### src/rtl/dma_axi_simple_core_write.sv
// Write engine of the simple AXI DMA: drains the shared data FIFO into AXI
// AW/W/B bursts, segmented with the same misalign/chunk rules as the read side.
module dma_axi_simple_core_write #(
  parameter int AXI_WIDTH_ID  = 4,
  parameter int AXI_WIDTH_AD  = 32,
  parameter int AXI_WIDTH_DA  = 32,
  parameter int AXI_WIDTH_DS  = AXI_WIDTH_DA/8,
  parameter int AXI_WIDTH_DSB = $clog2(AXI_WIDTH_DS),
  parameter int FIFO_WIDTH    = AXI_WIDTH_DS+AXI_WIDTH_DA,
  parameter int FIFO_AW       = 4
) (
  input  logic                    ACLK,
  input  logic                    ARESET,
  output logic [AXI_WIDTH_ID-1:0] M_AWID,
  output logic [AXI_WIDTH_AD-1:0] M_AWADDR,
  output logic [7:0]              M_AWLEN,
  output logic [2:0]              M_AWSIZE,
  output logic [1:0]              M_AWBURST,
  output logic                    M_AWVALID,
  input  logic                    M_AWREADY,
  output logic [AXI_WIDTH_DA-1:0] M_WDATA,
  output logic [AXI_WIDTH_DS-1:0] M_WSTRB,
  output logic                    M_WLAST,
  output logic                    M_WVALID,
  input  logic                    M_WREADY,
  input  logic [AXI_WIDTH_ID-1:0] M_BID,
  input  logic [1:0]              M_BRESP,
  input  logic                    M_BVALID,
  output logic                    M_BREADY,
  input  logic                    DMA_EN,
  input  logic                    DMA_GO,
  output logic                    DMA_BUSY,
  output logic                    DMA_DONE,
  output logic                    DMA_ERR,
  input  logic [31:0]             DMA_DST,
  input  logic [15:0]             DMA_BNUM,
  input  logic [7:0]              DMA_CHUNK,
  output logic                    fifo_rd_rdy,
  input  logic                    fifo_rd_vld,
  input  logic [FIFO_WIDTH-1:0]   fifo_rd_dat,
  input  logic [FIFO_AW:0]        fifo_items
);
  localparam int FIFO_DEPTH = 1 << FIFO_AW;
  localparam logic [15:0] DS16  = 16'(AXI_WIDTH_DS);
  localparam logic [15:0] MAXCH = 16'(FIFO_DEPTH*AXI_WIDTH_DS);
  localparam logic [2:0]  SZ_FULL = 3'(AXI_WIDTH_DSB);
  localparam logic [AXI_WIDTH_DS-1:0] ONE_S = 1;

  typedef enum logic [2:0] {ST_READY, ST_MISALIGN, ST_ALIGN, ST_WAIT, ST_AW, ST_W, ST_B} state_t;
  state_t state, state_nx;

  logic [AXI_WIDTH_AD-1:0] addr, addr_nx;
  logic [15:0] rem, chunk, inc, chunk_sel, ch_rnd, b_inc;
  logic [8:0]  len, beat, b_len;
  logic [2:0]  awsize, b_size;
  logic [AXI_WIDTH_DS-1:0]  wstrb, b_strb;
  logic [AXI_WIDTH_DSB-1:0] off;
  logic [AXI_WIDTH_ID-1:0]  awid;
  logic awvalid, busy, done, err, in_w, w_fire, w_last, start;
  logic unused_bits;

  assign unused_bits = ^{M_BID, fifo_rd_dat[FIFO_WIDTH-1:AXI_WIDTH_DA]};

  assign off     = addr[AXI_WIDTH_DSB-1:0];
  assign addr_nx = addr + AXI_WIDTH_AD'(inc);
  assign in_w    = (state == ST_W);
  assign w_fire  = M_WVALID && M_WREADY;
  assign w_last  = (beat == len);
  assign start   = DMA_GO && !done && (DMA_BNUM != 16'd0);

  always_comb begin
    ch_rnd = {8'h00, DMA_CHUNK} & ~(DS16 - 16'd1);
    if (DMA_BNUM <= DS16)                 chunk_sel = DMA_BNUM;
    else if ({8'h00, DMA_CHUNK} <= DS16)  chunk_sel = DS16;
    else if (ch_rnd > MAXCH)              chunk_sel = MAXCH;
    else                                  chunk_sel = ch_rnd;
  end

  // Burst shape for the next segment; only latched in ST_MISALIGN/ST_ALIGN.
  // A sub-word chunk (short transfer) falls through to the single-byte path.
  always_comb begin
    b_size = SZ_FULL;
    b_len  = 9'd1;
    b_inc  = DS16;
    b_strb = '1;
    if (state == ST_MISALIGN) begin
      if (rem < DS16 - 16'(off)) begin
        b_size = 3'd0;
        b_inc  = 16'd1;
        b_strb = ONE_S << off;
      end else begin
        b_inc  = DS16 - 16'(off);
        b_strb = '1 << off;
      end
    end else if (rem >= chunk && chunk >= DS16) begin
      b_len = 9'(chunk >> AXI_WIDTH_DSB);
      b_inc = 16'(b_len) << AXI_WIDTH_DSB;
    end else if (rem >= DS16) begin
      b_len = 9'(rem >> AXI_WIDTH_DSB);
      b_inc = 16'(b_len) << AXI_WIDTH_DSB;
    end else begin
      b_size = 3'd0;
      b_inc  = 16'd1;
      b_strb = ONE_S;
    end
  end

  always_comb begin
    state_nx = state;
    case (state)
      ST_READY:    if (start) state_nx = (DMA_DST[AXI_WIDTH_DSB-1:0] != '0) ? ST_MISALIGN : ST_ALIGN;
      ST_MISALIGN: state_nx = ST_WAIT;
      ST_ALIGN:    state_nx = ST_WAIT;
      ST_WAIT:     if (9'(fifo_items) >= len) state_nx = ST_AW;
      ST_AW:       if (M_AWREADY) state_nx = ST_W;
      ST_W:        if (w_fire && w_last) state_nx = ST_B;
      ST_B: if (M_BVALID) begin
        if (rem == inc) state_nx = ST_READY;
        else state_nx = (addr_nx[AXI_WIDTH_DSB-1:0] != '0) ? ST_MISALIGN : ST_ALIGN;
      end
      default:     state_nx = ST_READY;
    endcase
    if (!DMA_EN) state_nx = ST_READY;
  end

  always_ff @(posedge ACLK or posedge ARESET)
    if (ARESET) state <= ST_READY;
    else        state <= state_nx;

  always_ff @(posedge ACLK or posedge ARESET) begin
    if (ARESET) begin
      addr <= '0; rem <= '0; chunk <= '0; inc <= '0; len <= '0; beat <= '0;
      awsize <= '0; wstrb <= '0; awid <= '0; awvalid <= 1'b0;
      busy <= 1'b0; done <= 1'b0; err <= 1'b0;
    end else if (!DMA_EN) begin
      addr <= '0; rem <= '0; chunk <= '0; inc <= '0; len <= '0; beat <= '0;
      awsize <= '0; wstrb <= '0; awid <= '0; awvalid <= 1'b0;
      busy <= 1'b0; done <= 1'b0; err <= 1'b0;
    end else begin
      case (state)
        ST_READY: begin
          if (!DMA_GO) done <= 1'b0;
          if (start) begin
            busy  <= 1'b1;
            err   <= 1'b0;
            addr  <= AXI_WIDTH_AD'(DMA_DST);
            rem   <= DMA_BNUM;
            chunk <= chunk_sel;
          end
        end
        ST_MISALIGN, ST_ALIGN: begin
          len    <= b_len;
          inc    <= b_inc;
          awsize <= b_size;
          wstrb  <= b_strb;
        end
        ST_WAIT: if (9'(fifo_items) >= len) begin
          awvalid <= 1'b1;
          awid    <= awid + AXI_WIDTH_ID'(1);
        end
        ST_AW: if (M_AWREADY) begin
          awvalid <= 1'b0;
          beat    <= 9'd1;
        end
        ST_W: if (w_fire) beat <= beat + 9'd1;
        ST_B: if (M_BVALID) begin
          if (M_BRESP != 2'b00) err <= 1'b1;
          addr <= addr_nx;
          rem  <= rem - inc;
          if (rem == inc) begin
            done <= 1'b1;
            busy <= 1'b0;
          end
        end
        default: ;
      endcase
    end
  end

  assign M_AWID      = awid;
  assign M_AWADDR    = awvalid ? addr : '0;
  assign M_AWLEN     = awvalid ? 8'(len - 9'd1) : 8'd0;
  assign M_AWSIZE    = awvalid ? awsize : 3'd0;
  assign M_AWBURST   = 2'b01;
  assign M_AWVALID   = awvalid;
  assign M_WVALID    = in_w && fifo_rd_vld;
  assign fifo_rd_rdy = in_w && M_WREADY;
  assign M_WDATA     = in_w ? fifo_rd_dat[AXI_WIDTH_DA-1:0] : '0;
  assign M_WSTRB     = in_w ? wstrb : '0;
  assign M_WLAST     = in_w && w_last;
  assign M_BREADY    = (state == ST_B);
  assign DMA_BUSY    = busy;
  assign DMA_DONE    = done;
  assign DMA_ERR     = err;
endmodule
### config.mk
export PLATFORM = sky130hd
export DESIGN_NAME = dma_axi_simple_core_write
export DESIGN_NICKNAME = d
export VERILOG_FILES = /design/src/rtl/dma_axi_simple_core_write.sv
export SDC_FILE = /design/constraint.sdc
export NUM_CORES = 1
export LEC_CHECK = 0
export ABC_AREA = 1
export CORE_AREA = 2 2 130 132
export DETAILED_ROUTE_END_ITERATION = 16
export DIE_AREA = 0 0 132 134
export GPL_ROUTABILITY_DRIVEN = 0
export GPL_TIMING_DRIVEN = 1
export PLACE_DENSITY = 0.86
export SLEW_MARGIN = 20
export SYNTH_ARGS = -nofsm -noshare
export SYNTH_HDL_FRONTEND = slang
export SYNTH_SLANG_ARGS = --single-unit
### constraint.sdc
create_clock -name ACLK -period 4.5 [get_ports ACLK]
set_clock_uncertainty 0.05 [all_clocks]
set_input_delay 0.9 -clock ACLK [delete_from_list [all_inputs] [get_ports ACLK]]
set_output_delay 0.9 -clock ACLK [all_outputs]
set_load 0.01 [all_outputs]
==> results.cfg <==
[outcome]
status = finished, final reports clean

[finish]
multi_input_area_um2 = 4620
diodes = 0
seq_area_um2 = 2530
syn_to_final_growth_pct = 29.0
design_area_um2 = 10600
drive_gt1_frac = 0.0297
n_fill_cell = 1435
layout.nets = 1604

[cts]
cts.sinks = 101
clkLatencyLatePin_ns = 0.37
h-tree-depth = 3
cts_setup_buffers = 0
post_cts_resized = 0
root_buffer = clkbuf_16
hold_buffers = 0
cts_buffer_depth = 2
cts_tree = built
clk_pin_slew_worst_paths_ns = 0.07
numCtsBuffers = 9

[floorplan]
design.core.area_um2 = 16300
die_x_um = 132
rows = 47
die_h_um = 134
io_pins = 204
die_area_um2 = 17700
start_util = 0.502

[synthesis]
syn_area_per_cell_um2 = 6.44
ys_async_sr_fraction = 1.00
syn-instance-count = 1271
yosys-top-cells-count = nand2_1 (275), inv_1 (211), nor2_1 (154)
synthFlopType = dfrtp_1
synth.most_common_cell = nand2_1
yosysSeqAreaShare = 0.309
yosys_warnings = 0
syn-cell-area_um2 = 8180
yosys-top-cells-area = dfrtp_1 (31%), nand2_1 (13%), inv_1 (9.7%), ha_1 (7.5%), nor2_1 (7.1%)
synth-seq-cells = 101
synth_cell_type_count = 44
yosysTopAreaCellShare = 0.309
post-synth-top-area-cell = dfrtp_1
synth-edff-count = 0

[grt]
grt_pass1_vias = 8701
overflow = 0
antenna_found_initial = 0
grt_pass1_wl_um = 42700
track_usage = 0.299
grt_max_degree = 102

[power_and_ir_drop]
power_w = 0.00601
p_sw_frac = 0.508
clkPwrFrac = 0.147
powerDensity_nw_per_um2 = 570
seq_power_share = 0.270
internal_power_w = 0.00296
p_comb_frac = 0.583
peakVddDrop_mv = 0.349
p_leak_nw = 5.30
p_switching_w = 0.00306

[routing]
drt_iter0_drc = 991
route.detailed.drc = 0
wl_per_cell_um = 15.9
wirelength_um = 26600
routed_via_density = 5.57
via_count = 9279
postRouteAntennaNets = 0
first_pass_iters = 6

[setup_path]
r2r_start = state[0]
crit_start = DMA_EN
worstPathMaxFanout = 57
end_kind = flip-flop
r2r_setup_slack_ns = 1.82
path_class = in -> reg
worstRegToRegCells = 14
startpoint_type = input pin
r2r-end = addr[26]
crit_path_end = addr[26]
crit_arrival_ns = 3.58
required_ns = 4.70

[placement]
numPortBuffers = 189
dpl.hpwl_um = 19700
placed_cell_area_um2 = 10200

[sta]
rsz0062_at_grt = no
finalSetupViolations = 0
final.period_utilization = 0.750
drv_slew = 0
maxSlewHeadroom = 0.303
final.min_clock_period_ns = 3.38
worst_pin_slew_ns = 1.04
tns_ns = 0
hold_viol_final = 0
max_freq_mhz = 296

[hold_path]
hold_start = beat[8]
hp-class = reg -> reg

[run]
cap_violations = 0
==> kinds of logic (layout without fill, tap and decap cells) <==
| family | Yosys count | in the layout | synth area share |
|---|---|---|---|
| XOR/XNOR | 9 | 9 | 0.00964 |
| other | 2 | 4 | 0.000918 |
| AO/OA/AOI/OAI | 224 | 224 | 0.145 |
| buffers and inverters | 260 | 434 | 0.127 |
| adder cells (fa/ha/maj) | 51 | 51 | 0.0798 |
| multiplexers | 1 | 1 | 0.00122 |
| AND/OR/NAND/NOR | 623 | 623 | 0.327 |
| flip-flops | 101 | 101 | 0.309 |
==> critical path, cell delays in order <==
cell and delay [ns]:
clkdlybuf4s50_1 0.44, inv_2 0.32, nor2_2 0.07, buf_4 0.22
inv_2 0.09, nor2_2 0.05, inv_2 0.05, nand2_1 0.05
inv_2 0.08, nand2_4 0.06, inv_2 0.75, nand3_1 0.21
o21ai_1 0.19, nand2_1 0.06
==> power by group through the flow <==
stage	Clock, W	Combinational (W)	Sequential, W
3_5_place_dp	0	0.00337	0.00162
2_1_floorplan	0	0.00251	0.00147
5_1_grt	0.000924	0.00390	0.00165
4_1_cts	0.000887	0.00342	0.00160
3_3_place_gp	0	0.00324	0.00162
6_report	0.000883	0.00351	0.00163
==> cells in the final DEF, fill, tap and decap left out, types with 3 or more instances in the layout <==
cell type / count
a21o_1: 6
a21oi_1: 114
a22oi_1: 6
a31oi_1: 3
buf_4: 8
clkbuf_16: 9
clkdlybuf4s50_1: 189
conb_1: 4
dfrtp_1: 101
ha_1: 49
inv_1: 210
inv_2: 8
nand2_1: 275
nand3_1: 104
nand3b_1: 10
nand4_1: 28
nor2_1: 154
nor2_2: 6
nor3_1: 30
nor4_1: 8
o21ai_0: 68
o21ai_1: 12
o22ai_1: 5
xnor2_1: 4
xor2_1: 5
==> how the worst min path moves through the flow <==
stage	end	slack (ns)	cells after the start
after floorplan	awsize[1]	0.40	2
after global placement	chunk[0]	0.43	2
after detailed placement	DMA_BUSY	0.44	2
after CTS	DMA_BUSY	0.46	2
after global routing	beat[8]	0.48	1
final	beat[8]	0.46	1
==> metrics by stage <==
stage	hold WS [ns]	worst slack, ns	util	cells
global placement	0.428	0.921	0.628	1651
CTS	0.462	1.19	0.648	1667
global route	0.481	0.975	0.648	1667
finish	0.457	1.12	0.648	1667
floorplan	0.399	0.903	-	1273
detailed placement	0.442	0.843	0.628	1651
==> per-layer routing <==
metal / up-vias / track usage / part of all wire
met4: 0 / 0.111 / 0.028
met2: 545 / 0.499 / 0.47
met5: - / 0 / 0
li1: 4452 / - / -
met3: 62 / 0.0658 / 0.10
met1: 4220 / 0.382 / 0.40
==> flip-flops by register name, indices dropped and copies added, names as in the netlist, 3 cells and up <==
name	flops
wstrb	4
len	9
state	3
beat	9
addr	32
rem	16
M_AWID	4
chunk	16
inc	3
==> layout make-up <==
cell class | count | area share
Multi-Input combinational cell | 912 | 0.438
Sequential cell | 101 | 0.239
Timing Repair Buffer | 198 | 0.187
Inverter | 220 | 0.0785
Tap cell | 220 | 0.0261
Clock buffer | 12 | 0.0243
Clock inverter | 4 | 0.00664
Note: power is estimated with default switching activity, not from simulation.
